## src/rtl/chunked_add_sequencer.sv

```systemverilog
// chunked_add_sequencer: multi-cycle WIDTH-bit adder built from one shared
// CHUNK-bit ripple adder. Operands arrive over a valid/ready handshake, one
// CHUNK slice is added per cycle with the carry chained through a register,
// and the result is offered over a second valid/ready handshake.
// Optional feature macro: CHUNKED_ADD_SEQ_SUB_EN adds a 'sub' input that turns
// the operation into a - b (cout = 1 means no borrow).

// Plain CHUNK-bit ripple-carry adder, purely combinational.
module ripple_adder_generic #(
  parameter int W = 2
) (
  input  logic [W-1:0] a,
  input  logic [W-1:0] b,
  input  logic         cin,
  output logic [W-1:0] s,
  output logic         cout
);

  logic [W:0] c;

  // Ripple the carry bit by bit from the LSB.
  always_comb begin
    // NOTE: combinational blocks use blocking '=' so each bit sees the carry
    // computed for the previous bit within the same evaluation.
    c    = '0;
    s    = '0;
    c[0] = cin;
    for (int i = 0; i < W; i++) begin
      s[i]     = a[i] ^ b[i] ^ c[i];
      c[i + 1] = (a[i] & b[i]) | (c[i] & (a[i] ^ b[i]));
    end
    cout = c[W];
  end

endmodule

module chunked_add_sequencer #(
  parameter int WIDTH = 8,
  parameter int CHUNK = 2
) (
  input  logic             clk,
  input  logic             rst,
`ifdef CHUNKED_ADD_SEQ_SUB_EN
  input  logic             sub,
`endif
  input  logic             in_valid,
  output logic             in_ready,
  input  logic [WIDTH-1:0] a,
  input  logic [WIDTH-1:0] b,
  input  logic             cin,
  output logic             out_valid,
  input  logic             out_ready,
  output logic [WIDTH-1:0] sum,
  output logic             cout,
  output logic             busy
);

  localparam int N     = WIDTH / CHUNK;
  localparam int IDX_W = (N > 1) ? $clog2(N) : 1;
  localparam logic [IDX_W-1:0] IDX_LAST = IDX_W'(N - 1);

  localparam logic [1:0] ST_IDLE = 2'd0;
  localparam logic [1:0] ST_RUN  = 2'd1;
  localparam logic [1:0] ST_DONE = 2'd2;

  // Reject configurations where the slices would not tile the operand.
  if (CHUNK <= 0 || WIDTH <= 0 || (WIDTH % CHUNK) != 0) begin : g_bad_cfg
    $error("chunked_add_sequencer: WIDTH must be a positive multiple of CHUNK");
  end

  logic [1:0]       state_q, state_d;
  logic [WIDTH-1:0] a_q, a_d;
  logic [WIDTH-1:0] b_q, b_d;
  logic             carry_q, carry_d;
  logic [IDX_W-1:0] idx_q, idx_d;
  logic [WIDTH-1:0] sum_q, sum_d;
  logic             cout_q, cout_d;

  logic [WIDTH-1:0] b_load;
  logic             carry_load;
  logic [CHUNK-1:0] add_s;
  logic             add_c;

  // Subtraction is a + ~b + 1, so only the captured B and the initial carry
  // differ between the two operations.
`ifdef CHUNKED_ADD_SEQ_SUB_EN
  assign b_load     = sub ? ~b : b;
  assign carry_load = sub ? 1'b1 : cin;
`else
  assign b_load     = b;
  assign carry_load = cin;
`endif

  ripple_adder_generic #(.W(CHUNK)) u_adder (
    .a    (a_q[idx_q*CHUNK +: CHUNK]),
    .b    (b_q[idx_q*CHUNK +: CHUNK]),
    .cin  (carry_q),
    .s    (add_s),
    .cout (add_c)
  );

  // Next-state logic: accept in IDLE, one slice per cycle in RUN, hold in DONE.
  always_comb begin
    // NOTE: every signal assigned here gets a default first, so no path can
    // leave one unassigned and infer a latch.
    state_d = state_q;
    a_d     = a_q;
    b_d     = b_q;
    carry_d = carry_q;
    idx_d   = idx_q;
    sum_d   = sum_q;
    cout_d  = cout_q;
    case (state_q)
      ST_IDLE: begin
        if (in_valid) begin
          a_d     = a;
          b_d     = b_load;
          carry_d = carry_load;
          idx_d   = '0;
          state_d = ST_RUN;
        end
      end
      ST_RUN: begin
        sum_d[idx_q*CHUNK +: CHUNK] = add_s;
        carry_d = add_c;
        if (idx_q == IDX_LAST) begin
          cout_d  = add_c;
          idx_d   = '0;
          state_d = ST_DONE;
        end else begin
          idx_d = idx_q + 1'b1;
        end
      end
      ST_DONE: begin
        if (out_ready) begin
          state_d = ST_IDLE;
        end
      end
      default: state_d = ST_IDLE;
    endcase
  end

  // State registers with synchronous reset; reset wins over any handshake.
  always_ff @(posedge clk) begin
    // NOTE: sequential state uses non-blocking '<=' so all registers update
    // together from values sampled at the same edge.
    if (rst) begin
      state_q <= ST_IDLE;
      a_q     <= '0;
      b_q     <= '0;
      carry_q <= 1'b0;
      idx_q   <= '0;
      sum_q   <= '0;
      cout_q  <= 1'b0;
    end else begin
      state_q <= state_d;
      a_q     <= a_d;
      b_q     <= b_d;
      carry_q <= carry_d;
      idx_q   <= idx_d;
      sum_q   <= sum_d;
      cout_q  <= cout_d;
    end
  end

  assign in_ready  = (state_q == ST_IDLE);
  assign out_valid = (state_q == ST_DONE);
  assign busy      = (state_q == ST_RUN) || (state_q == ST_DONE);
  assign sum       = sum_q;
  assign cout      = cout_q;

endmodule

```

## config.mk

```make
export PLATFORM = sky130hd
export DESIGN_NAME = chunked_add_sequencer
export DESIGN_NICKNAME = d
export VERILOG_FILES = /design/src/rtl/chunked_add_sequencer.sv
export SDC_FILE = /design/constraint.sdc
export NUM_CORES = 1
export LEC_CHECK = 0
export CAP_MARGIN = 20
export CORE_MARGIN = 10
export CORE_UTILIZATION = 49
export CTS_CLUSTER_SIZE = 8
export DETAILED_ROUTE_END_ITERATION = 6
export PLACE_DENSITY = 0.85
export SYNTH_ARGS = -nofsm -noshare
export SYNTH_HDL_FRONTEND = slang
export SYNTH_HIERARCHICAL = 1
export SYNTH_SLANG_ARGS = --single-unit
```

## constraint.sdc

```tcl
create_clock -name clk -period 2.8 [get_ports clk]
set_input_delay 0.28 -clock clk [delete_from_list [all_inputs] [get_ports clk]]
set_output_delay 0.28 -clock clk [all_outputs]
set_load 0.1 [all_outputs]
```

==> impl_metrics.json, run 1 <==
{
  "status": "finished, final reports clean",
  "gp_congestion": 0.894,
  "avgSynthCellArea_um2": 8.72,
  "cap_violations": 0,
  "hp-class": "reg2reg",
  "drt-total-wl_um": 3270,
  "final_cells": 230,
  "diodes": 0,
  "hpwl_um": 2590,
  "first_global_vias": 1209,
  "fin_crit_ns": 2.21,
  "wl_per_cell_um": 14.2,
  "dieWidth_um": 74.4,
  "ys_types": 26,
  "cp_slowest_stage_delay_ns": 0.49,
  "postRouteAntennaNets": 0,
  "fin_setup_tns_ns": 0,
  "htreeDepth": 2,
  "nNetsFinal": 230,
  "clk_pin_slew_ns": 0.09,
  "synth_ff_type": "dfxtp_1",
  "synth_seq_cells": 30,
  "critPathLaunchType": "register",
  "syn_inst": 166,
  "yosysTopAreaCell": "dfxtp_1",
  "gr-total-overflow": 0,
  "tightest_slew_ns": 0.548,
  "cts.path.max_buffers": 2,
  "grt_pass1_wl_um": 5220,
  "clock.fmax_mhz": 453,
  "rows": 19,
  "die_area_mm2": 0.00553,
  "numCtsBuffers": 5,
  "clock-sinks": 30,
  "endpoint_kind": "register",
  "num_vias": 1250,
  "slowest_stage": "fa_1",
  "post_cts_resize_count": 0,
  "final-hold-violation-count": 0,
  "finalPower_mw": 1.61,
  "syn_to_final_growth_pct": 26.7,
  "initial_core_util": 0.520,
  "leakage_nw": 0.739,
  "async_flop_share": 0,
  "grt_use_total": 0.118,
  "netlist_area_mm2": 0.00145,
  "finClkSkew_ns": 0.00700,
  "cp_data_required_time_ns": 3.01,
  "routed_via_density": 5.43,
  "syn_nets": 197,
  "clk_latency_ns": 0.33,
  "cp.arrival_ns": 2.42,
  "core_mm2": 0.00278,
  "layout-drive-gt1-share": 0.136,
  "ir_drop_v": 0.000650,
  "portBuffers": 32,
  "cp_num_buf_inv": 2,
  "drt_pass1_iterations": 4,
  "synth-edff-count": 0,
  "antenna_found_initial": 0,
  "initialDrtViolationCount": 95,
  "period_share": 0.789,
  "yosysTopAreaCellShare": 0.415,
  "critical_path_class": "reg2reg",
  "setup_viol": 0,
  "max_slew_margin": 0.635,
  "path_delay_family": "adder cells",
  "n_fill_cell": 244,
  "crit_chain": "mux4_2, inv_1, fa_1, fa_1, inv_1, a32oi_1, nor2_1",
  "rsz0062_at_grt": "no",
  "slew_violations": 0,
  "critPathMaxFanout": 5,
  "io_pins": 33,
  "power_density_mw_per_mm2": 880,
  "post-synth-top-count-cell": "nand2_1",
  "die_h_um": 74.4,
  "synth_common_cells": "nand2_1, dfxtp_1, a21oi_1, inv_1, nor2_1",
  "seq_area_frac_synth": 0.415,
  "cts_hold_buf": 0,
  "ys_warn_count": 6,
  "ys_top_cells_by_area": "dfxtp_1, nand2_1, a21oi_1",
  "tritoncts": "built",
  "place_inst": 223,
  "cts-root-buf": "clkbuf_4",
  "drcViolationCount": 0,
  "grt_start_max_net_pins": 20,
  "cts_setup_buffers": 0
}
[layer usage]
layer | part of all wire | global-route usage | vias up
li1 | - | - | 622
met1 | 0.40 | 0.120 | 583
met2 | 0.52 | 0.218 | 42
met3 | 0.078 | 0.0519 | 3
met4 | 0.0076 | 0.0285 | 0
met5 | 0 | 0 | -
[final timing paths]
path / from / end / depth (start not counted) / slack [ns]
worst max register to register: idx_q[0]$_SDFFE_PP0P_ / sum[1]$_SDFFE_PP0P_ / 7 / 0.59
worst max-delay path: idx_q[0]$_SDFFE_PP0P_ / sum[1]$_SDFFE_PP0P_ / 7 / 0.59
worst min-delay path: a_q[1]$_SDFFE_PP0P_ / a_q[1]$_SDFFE_PP0P_ / 2 / 0.46
worst min register to register: a_q[1]$_SDFFE_PP0P_ / a_q[1]$_SDFFE_PP0P_ / 2 / 0.46
[cells by family after synthesis]
group / Yosys count / share of synthesized area
AO/OA/AOI/OAI: 30 / 0.132
adder cells (fa/ha/maj): 10 / 0.0968
buffers and inverters: 24 / 0.0683
flip-flops: 30 / 0.415
multiplexers: 7 / 0.0830
AND/OR/NAND/NOR: 65 / 0.205
[through the flow]
step	worst slack (ns)	utilization	instance area (um^2)	hold slack, ns
floorplan	0.654	-	1450	0.416
global placement	0.719	0.630	1750	0.446
detailed placement	0.627	0.630	1750	0.448
CTS	0.602	0.659	1830	0.461
global route	0.462	0.659	1830	0.483
finish	0.592	0.659	1830	0.461
[sequential cells by signal, indices dropped and copies added (netlist names)]
name and flops:
carry_q 1, idx_q 2, b_q 8, cout 1, a_q 8, state_q 2, sum 8
[power by group]
part | leakage [nW] | switching [mW] | internal, mW
combinational | 0.450 | 0.491 | 0.231
sequential | 0.245 | 0.0474 | 0.493
clock | 0.0443 | 0.145 | 0.208
total | 0.739 | 0.683 | 0.931
[layout make-up]
class                   instances  area [um^2]  share of cell area
clock buffers                   6         51.3              0.0280
multi-input cells             112          748               0.408
repair buffers                 34          305               0.166
inverters                      16         60.1              0.0327
flip-flops and latches         30          601               0.327
well taps                      31         38.8              0.0211
clock inverters                 1         30.0              0.0164
[worst register-to-register path, cell delays in order, from the launching register on]
cell and delay (ns):
dfxtp_1 0.38, mux4_2 0.35, inv_1 0.06, fa_1 0.45
fa_1 0.49, inv_1 0.08, a32oi_1 0.20, nor2_1 0.06
[cell usage in the layout (no fill, tap or decap), types with 3 or more instances in the layout]
cell type	netlist	final
nand2_1	41	41
nor2_1	9	9
ha_1	8	8
buf_4	1	14
mux2i_1	3	3
clkbuf_4	0	5
mux4_2	4	4
a32oi_1	8	8
nand2b_1	5	5
inv_1	14	14
clkdlybuf4s50_1	0	20
dfxtp_1	30	30
a21oi_1	20	20
Note: power is estimated with default switching activity, not from simulation.
==> inputs of run 2 (changes only) <==
==> constraint.sdc (replaced) <==
create_clock -name clk -period 2.1 [get_ports clk]
set_input_delay 0.21 -clock clk [delete_from_list [all_inputs] [get_ports clk]]
set_output_delay 0.21 -clock clk [all_outputs]
set_load 0.1 [all_outputs]
==> impl_metrics.json, run 2 (synthesized netlist as in run 1, its figures left out) <==
{
  "gr-total-overflow": 0,
  "layout_common_cells": "nand2_1, dfxtp_1, a21oi_1, clkdlybuf4s50_1, buf_4",
  "drt_pass1_iterations": 4,
  "clock.fmax_mhz": 494,
  "initialDrtViolationCount": 103,
  "numCtsBuffers": 5,
  "fin_crit_ns": 2.02,
  "portBuffers": 32,
  "cts.path.max_buffers": 2,
  "cts_hold_buf": 0,
  "dieWidth_um": 74.4,
  "hpwl_um": 2660,
  "postLayoutCoreUtil": 0.663,
  "endpoint_kind": "register",
  "grt_start_max_net_pins": 20,
  "rows": 19,
  "wl_per_cell_um": 14.5,
  "clock-sinks": 30,
  "num_vias": 1284,
  "cts_setup_buffers": 0,
  "slew_violations": 0,
  "rsz0062_at_grt": "yes",
  "clk_latency_ns": 0.33,
  "io_pins": 33,
  "diodes": 0,
  "cts-root-buf": "clkbuf_4",
  "power_density_mw_per_mm2": 1130,
  "final-hold-violation-count": 0,
  "tightest_slew_ns": 0.642,
  "hp-class": "in2reg",
  "cp.arrival_ns": 2.24,
  "finClkSkew_ns": 0.0116,
  "max_slew_margin": 0.570,
  "final_common_cell": "nand2_1",
  "tritoncts": "built",
  "nNetsFinal": 233,
  "htreeDepth": 2,
  "critPathMaxFanout": 4,
  "cp_data_required_time_ns": 2.32,
  "core_mm2": 0.00278,
  "ir_drop_v": 0.000845,
  "setup_viol": 0,
  "first_global_vias": 1269,
  "postRouteAntennaNets": 0,
  "critical_path_class": "reg2reg",
  "critPathLaunchType": "register",
  "layout-drive-gt1-share": 0.172,
  "fin_ws_ns": 0.0768,
  "drcViolationCount": 0,
  "initial_core_util": 0.520,
  "fin_setup_tns_ns": 0,
  "antenna_found_initial": 0,
  "gp_congestion": 0.839,
  "cap_violations": 0,
  "routed_via_density": 5.49,
  "syn_to_final_growth_pct": 27.3,
  "grt_use_total": 0.125,
  "drt-total-wl_um": 3400,
  "clk_pin_slew_ns": 0.09,
  "status": "finished, final reports clean",
  "leakage_nw": 0.745,
  "pre_cts_ws_ns": 0.00440,
  "grt_pass1_wl_um": 5550,
  "die_h_um": 74.4,
  "n_fill_cell": 238,
  "die_area_mm2": 0.00553,
  "period_share": 0.963
}
[run 2: critical path, cell delays in order (launching register included)]
cell,delay [ns]
dfxtp_2,0.35
mux4_2,0.34
inv_1,0.06
fa_2,0.38
fa_1,0.50
inv_2,0.06
a32oi_1,0.17
nor2_1,0.06
[run 2: cell type report]
class,instances,area [um^2],share of cell area
Clock buffer,7,55.1,0.0299
Timing Repair Buffer,37,328,0.178
Inverter,16,60.1,0.0326
Clock inverter,1,5.00,0.00272
Multi-Input combinational cell,112,753,0.409
Tap cell,31,38.8,0.0210
Sequential cell,30,603,0.327
[run 2: through the flow]
stage / area, um^2 / hold WS [ns] / std cells / total power, mW
5_1_grt: 1840 / 0.414 / 234 / 2.20
2_1_floorplan: 1460 / 0.346 / 166 / 1.51
3_5_place_dp: 1780 / 0.450 / 226 / 1.72
6_report: 1840 / 0.426 / 234 / 2.07
3_3_place_gp: 1780 / 0.445 / 226 / 1.67
4_1_cts: 1840 / 0.423 / 234 / 2.07
[run 2: worst paths after layout]
path	cells after the start	end	slack [ns]	start
setup reg to reg	7	sum[5]$_SDFFE_PP0P_	0.08	idx_q[0]$_SDFFE_PP0P_
hold / removal	3	b_q[4]$_SDFFE_PP0P_	0.43	b[4]
hold reg to reg	2	sum[2]$_SDFFE_PP0P_	0.46	sum[2]$_SDFFE_PP0P_
setup / recovery	7	sum[5]$_SDFFE_PP0P_	0.08	idx_q[0]$_SDFFE_PP0P_
[run 2: where the power goes]
group          leakage, nW  total, mW  switching, mW  internal, mW
clock               0.0353      0.352          0.190         0.162
sequential           0.246      0.721         0.0615         0.659
combinational        0.464       1.00          0.673         0.329
total                0.745       2.07          0.924          1.15
[run 2: timing repair]
item / in CTS / in global routing
gates resized for setup: 1 / 2
setup endpoints to repair: 1 / 4
pin swaps: 0 / 0
[run 2: per-layer routing]
metal  vias to the layer above  share of wire  GRT usage
li1                        634              -          -
met1                       596           0.41      0.144
met2                        52           0.52      0.214
met3                         2          0.068     0.0492
met4                         0         0.0056     0.0305
met5                         -              0          0
==> inputs of run 3 (changes only) <==
==> constraint.sdc (replaced) <==
create_clock -name clk -period 2 [get_ports clk]
set_input_delay 0.2 -clock clk [delete_from_list [all_inputs] [get_ports clk]]
set_output_delay 0.2 -clock clk [all_outputs]
set_load 0.1 [all_outputs]
==> impl_metrics.json, run 3 (synthesized netlist as in run 1, its figures left out) <==
{
  "status": "finished, violations left",
  "violations": "setup timing",
  "tritoncts": "built",
  "gp_congestion": 0.888,
  "grt_use_total": 0.133,
  "power_density_mw_per_mm2": 1180,
  "layout-drive-gt1-share": 0.182,
  "crit_end": "sum[1]$_SDFFE_PP0P_",
  "tightest_slew_ns": 0.559,
  "setup_viol": 4,
  "endpoint_kind": "register",
  "startpoint": "idx_q[0]$_SDFFE_PP0P_",
  "reg2reg_to": "sum[1]$_SDFFE_PP0P_",
  "fin_ws_ns": -0.0502,
  "slew_violations": 0,
  "clk_pin_slew_ns": 0.08,
  "cts_hold_buf": 0,
  "numCtsBuffers": 5,
  "antenna_found_initial": 0,
  "first_global_vias": 1325,
  "hpwl_um": 2680,
  "seq_area_um2": 604,
  "rows": 19,
  "n_fill_cell": 241,
  "drt_pass1_iterations": 4,
  "nNetsFinal": 234,
  "final_cells": 234,
  "leakage_nw": 0.749,
  "placed_area_mm2": 0.00181,
  "layout_common_cells": "nand2_1, dfxtp_1, clkdlybuf4s50_1",
  "routed_via_density": 5.42,
  "pre_cts_ws_ns": -0.0342,
  "die_area_mm2": 0.00553,
  "hp-class": "in2reg",
  "max_slew_margin": 0.628,
  "syn_to_final_growth_pct": 29.4,
  "place_inst": 226,
  "multiInputGateArea_um2": 764,
  "postRouteAntennaNets": 0,
  "grt_start_max_net_pins": 20,
  "cp.arrival_ns": 2.27,
  "slowest_stage": "fa_1",
  "crit_chain": "mux4_2, inv_2, fa_2, fa_1, inv_2, a32oi_1, nor2_1",
  "fin_setup_tns_ns": -0.143,
  "postLayoutCoreUtil": 0.673,
  "cp_data_required_time_ns": 2.22,
  "cts-root-buf": "clkbuf_4",
  "io_pins": 33,
  "cts.path.max_buffers": 2,
  "cp_num_buf_inv": 2,
  "r2r-start": "idx_q[0]$_SDFFE_PP0P_",
  "design_area_mm2": 0.00187,
  "r2r_slack_ns": -0.05,
  "die_h_um": 74.4,
  "fin_crit_ns": 2.05,
  "final-hold-violation-count": 0,
  "path_delay_family": "adder cells",
  "rsz0062_at_grt": "yes",
  "initialDrtViolationCount": 85,
  "period_share": 1.03,
  "ir_drop_v": 0.000936,
  "cp_slowest_stage_delay_ns": 0.50,
  "finClkSkew_ns": 0.00391,
  "crit_path_frequent_cell": "inv_2",
  "num_vias": 1269,
  "htreeDepth": 2,
  "critPathMaxFanout": 4,
  "clock-sinks": 30,
  "critPathLaunchType": "register",
  "rr_worst_depth": 7,
  "cap_violations": 0,
  "core_mm2": 0.00278,
  "initial_core_util": 0.520,
  "dieWidth_um": 74.4,
  "gr-total-overflow": 0,
  "drcViolationCount": 0,
  "wl_per_cell_um": 14.5,
  "worstSetupPathDepth": 7,
  "critical_path_class": "reg2reg",
  "portBuffers": 32,
  "grt_pass1_wl_um": 5780,
  "clock.fmax_mhz": 488,
  "diodes": 0,
  "clk_latency_ns": 0.33,
  "final_common_cell": "nand2_1",
  "drt-total-wl_um": 3390
}
## run 3: cell types whose count changed in the layout (fill, tap and decap cells not counted), moves of 2 or more
| cell | before | now |
|---|---|---|
| buf_12 | 0 | 2 |
| dfxtp_2 | 2 | 0 |
| inv_2 | 2 | 4 |
| inv_1 | 13 | 11 |
## run 3: power breakdown
part           switching, mW  total [mW]  internal [mW]
Combinational          0.718        1.13          0.416
Clock                  0.187       0.320          0.132
Sequential            0.0605       0.754          0.694
## run 3: worst register-to-register path: cells and delay by family, from the launching register on
family / cells / cell delay (ns)
AO/OA/AOI/OAI: 1 / 0.20
adder cells (fa/ha/maj): 2 / 0.89
buffers and inverters: 2 / 0.11
flip-flops: 1 / 0.37
multiplexers: 1 / 0.33
AND/OR/NAND/NOR: 1 / 0.06
## run 3: repair_timing
action	in CTS	in global routing
gates resized for setup	2	2
pin swaps	1	0
setup endpoints to repair	4	4
setup buffers	1	0
## run 3: how the worst min path moves through the flow
| stage | from | endpoint | slack, ns | cells after the start |
|---|---|---|---|---|
| floorplan | a[0] | a_q[0]$_SDFFE_PP0P_ | 0.34 | 2 |
| global placement | a_q[7]$_SDFFE_PP0P_ | a_q[7]$_SDFFE_PP0P_ | 0.44 | 2 |
| detailed placement | sum[2]$_SDFFE_PP0P_ | sum[2]$_SDFFE_PP0P_ | 0.45 | 2 |
| CTS | a[3] | a_q[3]$_SDFFE_PP0P_ | 0.41 | 3 |
| global route | a[7] | a_q[7]$_SDFFE_PP0P_ | 0.41 | 3 |
| finish | b[2] | b_q[2]$_SDFFE_PP0P_ | 0.42 | 3 |
## run 3: metrics by stage
stage	total power [mW]	hold slack [ns]
6_report	2.21	0.419
3_3_place_gp	1.84	0.444
3_5_place_dp	1.88	0.451
4_1_cts	2.21	0.407
5_1_grt	2.36	0.411
2_1_floorplan	1.60	0.336
## run 3: layer usage
metal  vias to the layer above  part of all wire  global-route usage
met2                        43              0.51               0.233
met4                         0            0.0074              0.0528
met1                       594              0.42               0.140
met3                         4             0.063              0.0532
met5                         -                 0                   0
li1                        628                 -                   -
## run 3: layout make-up
| type | count | share of cell area |
|---|---|---|
| multi-input combinational | 112 | 0.408 |
| tap | 31 | 0.0207 |
| inverter | 16 | 0.0321 |
| sequential | 30 | 0.323 |
| timing repair buffer | 38 | 0.192 |
| clock buffer | 7 | 0.0240 |
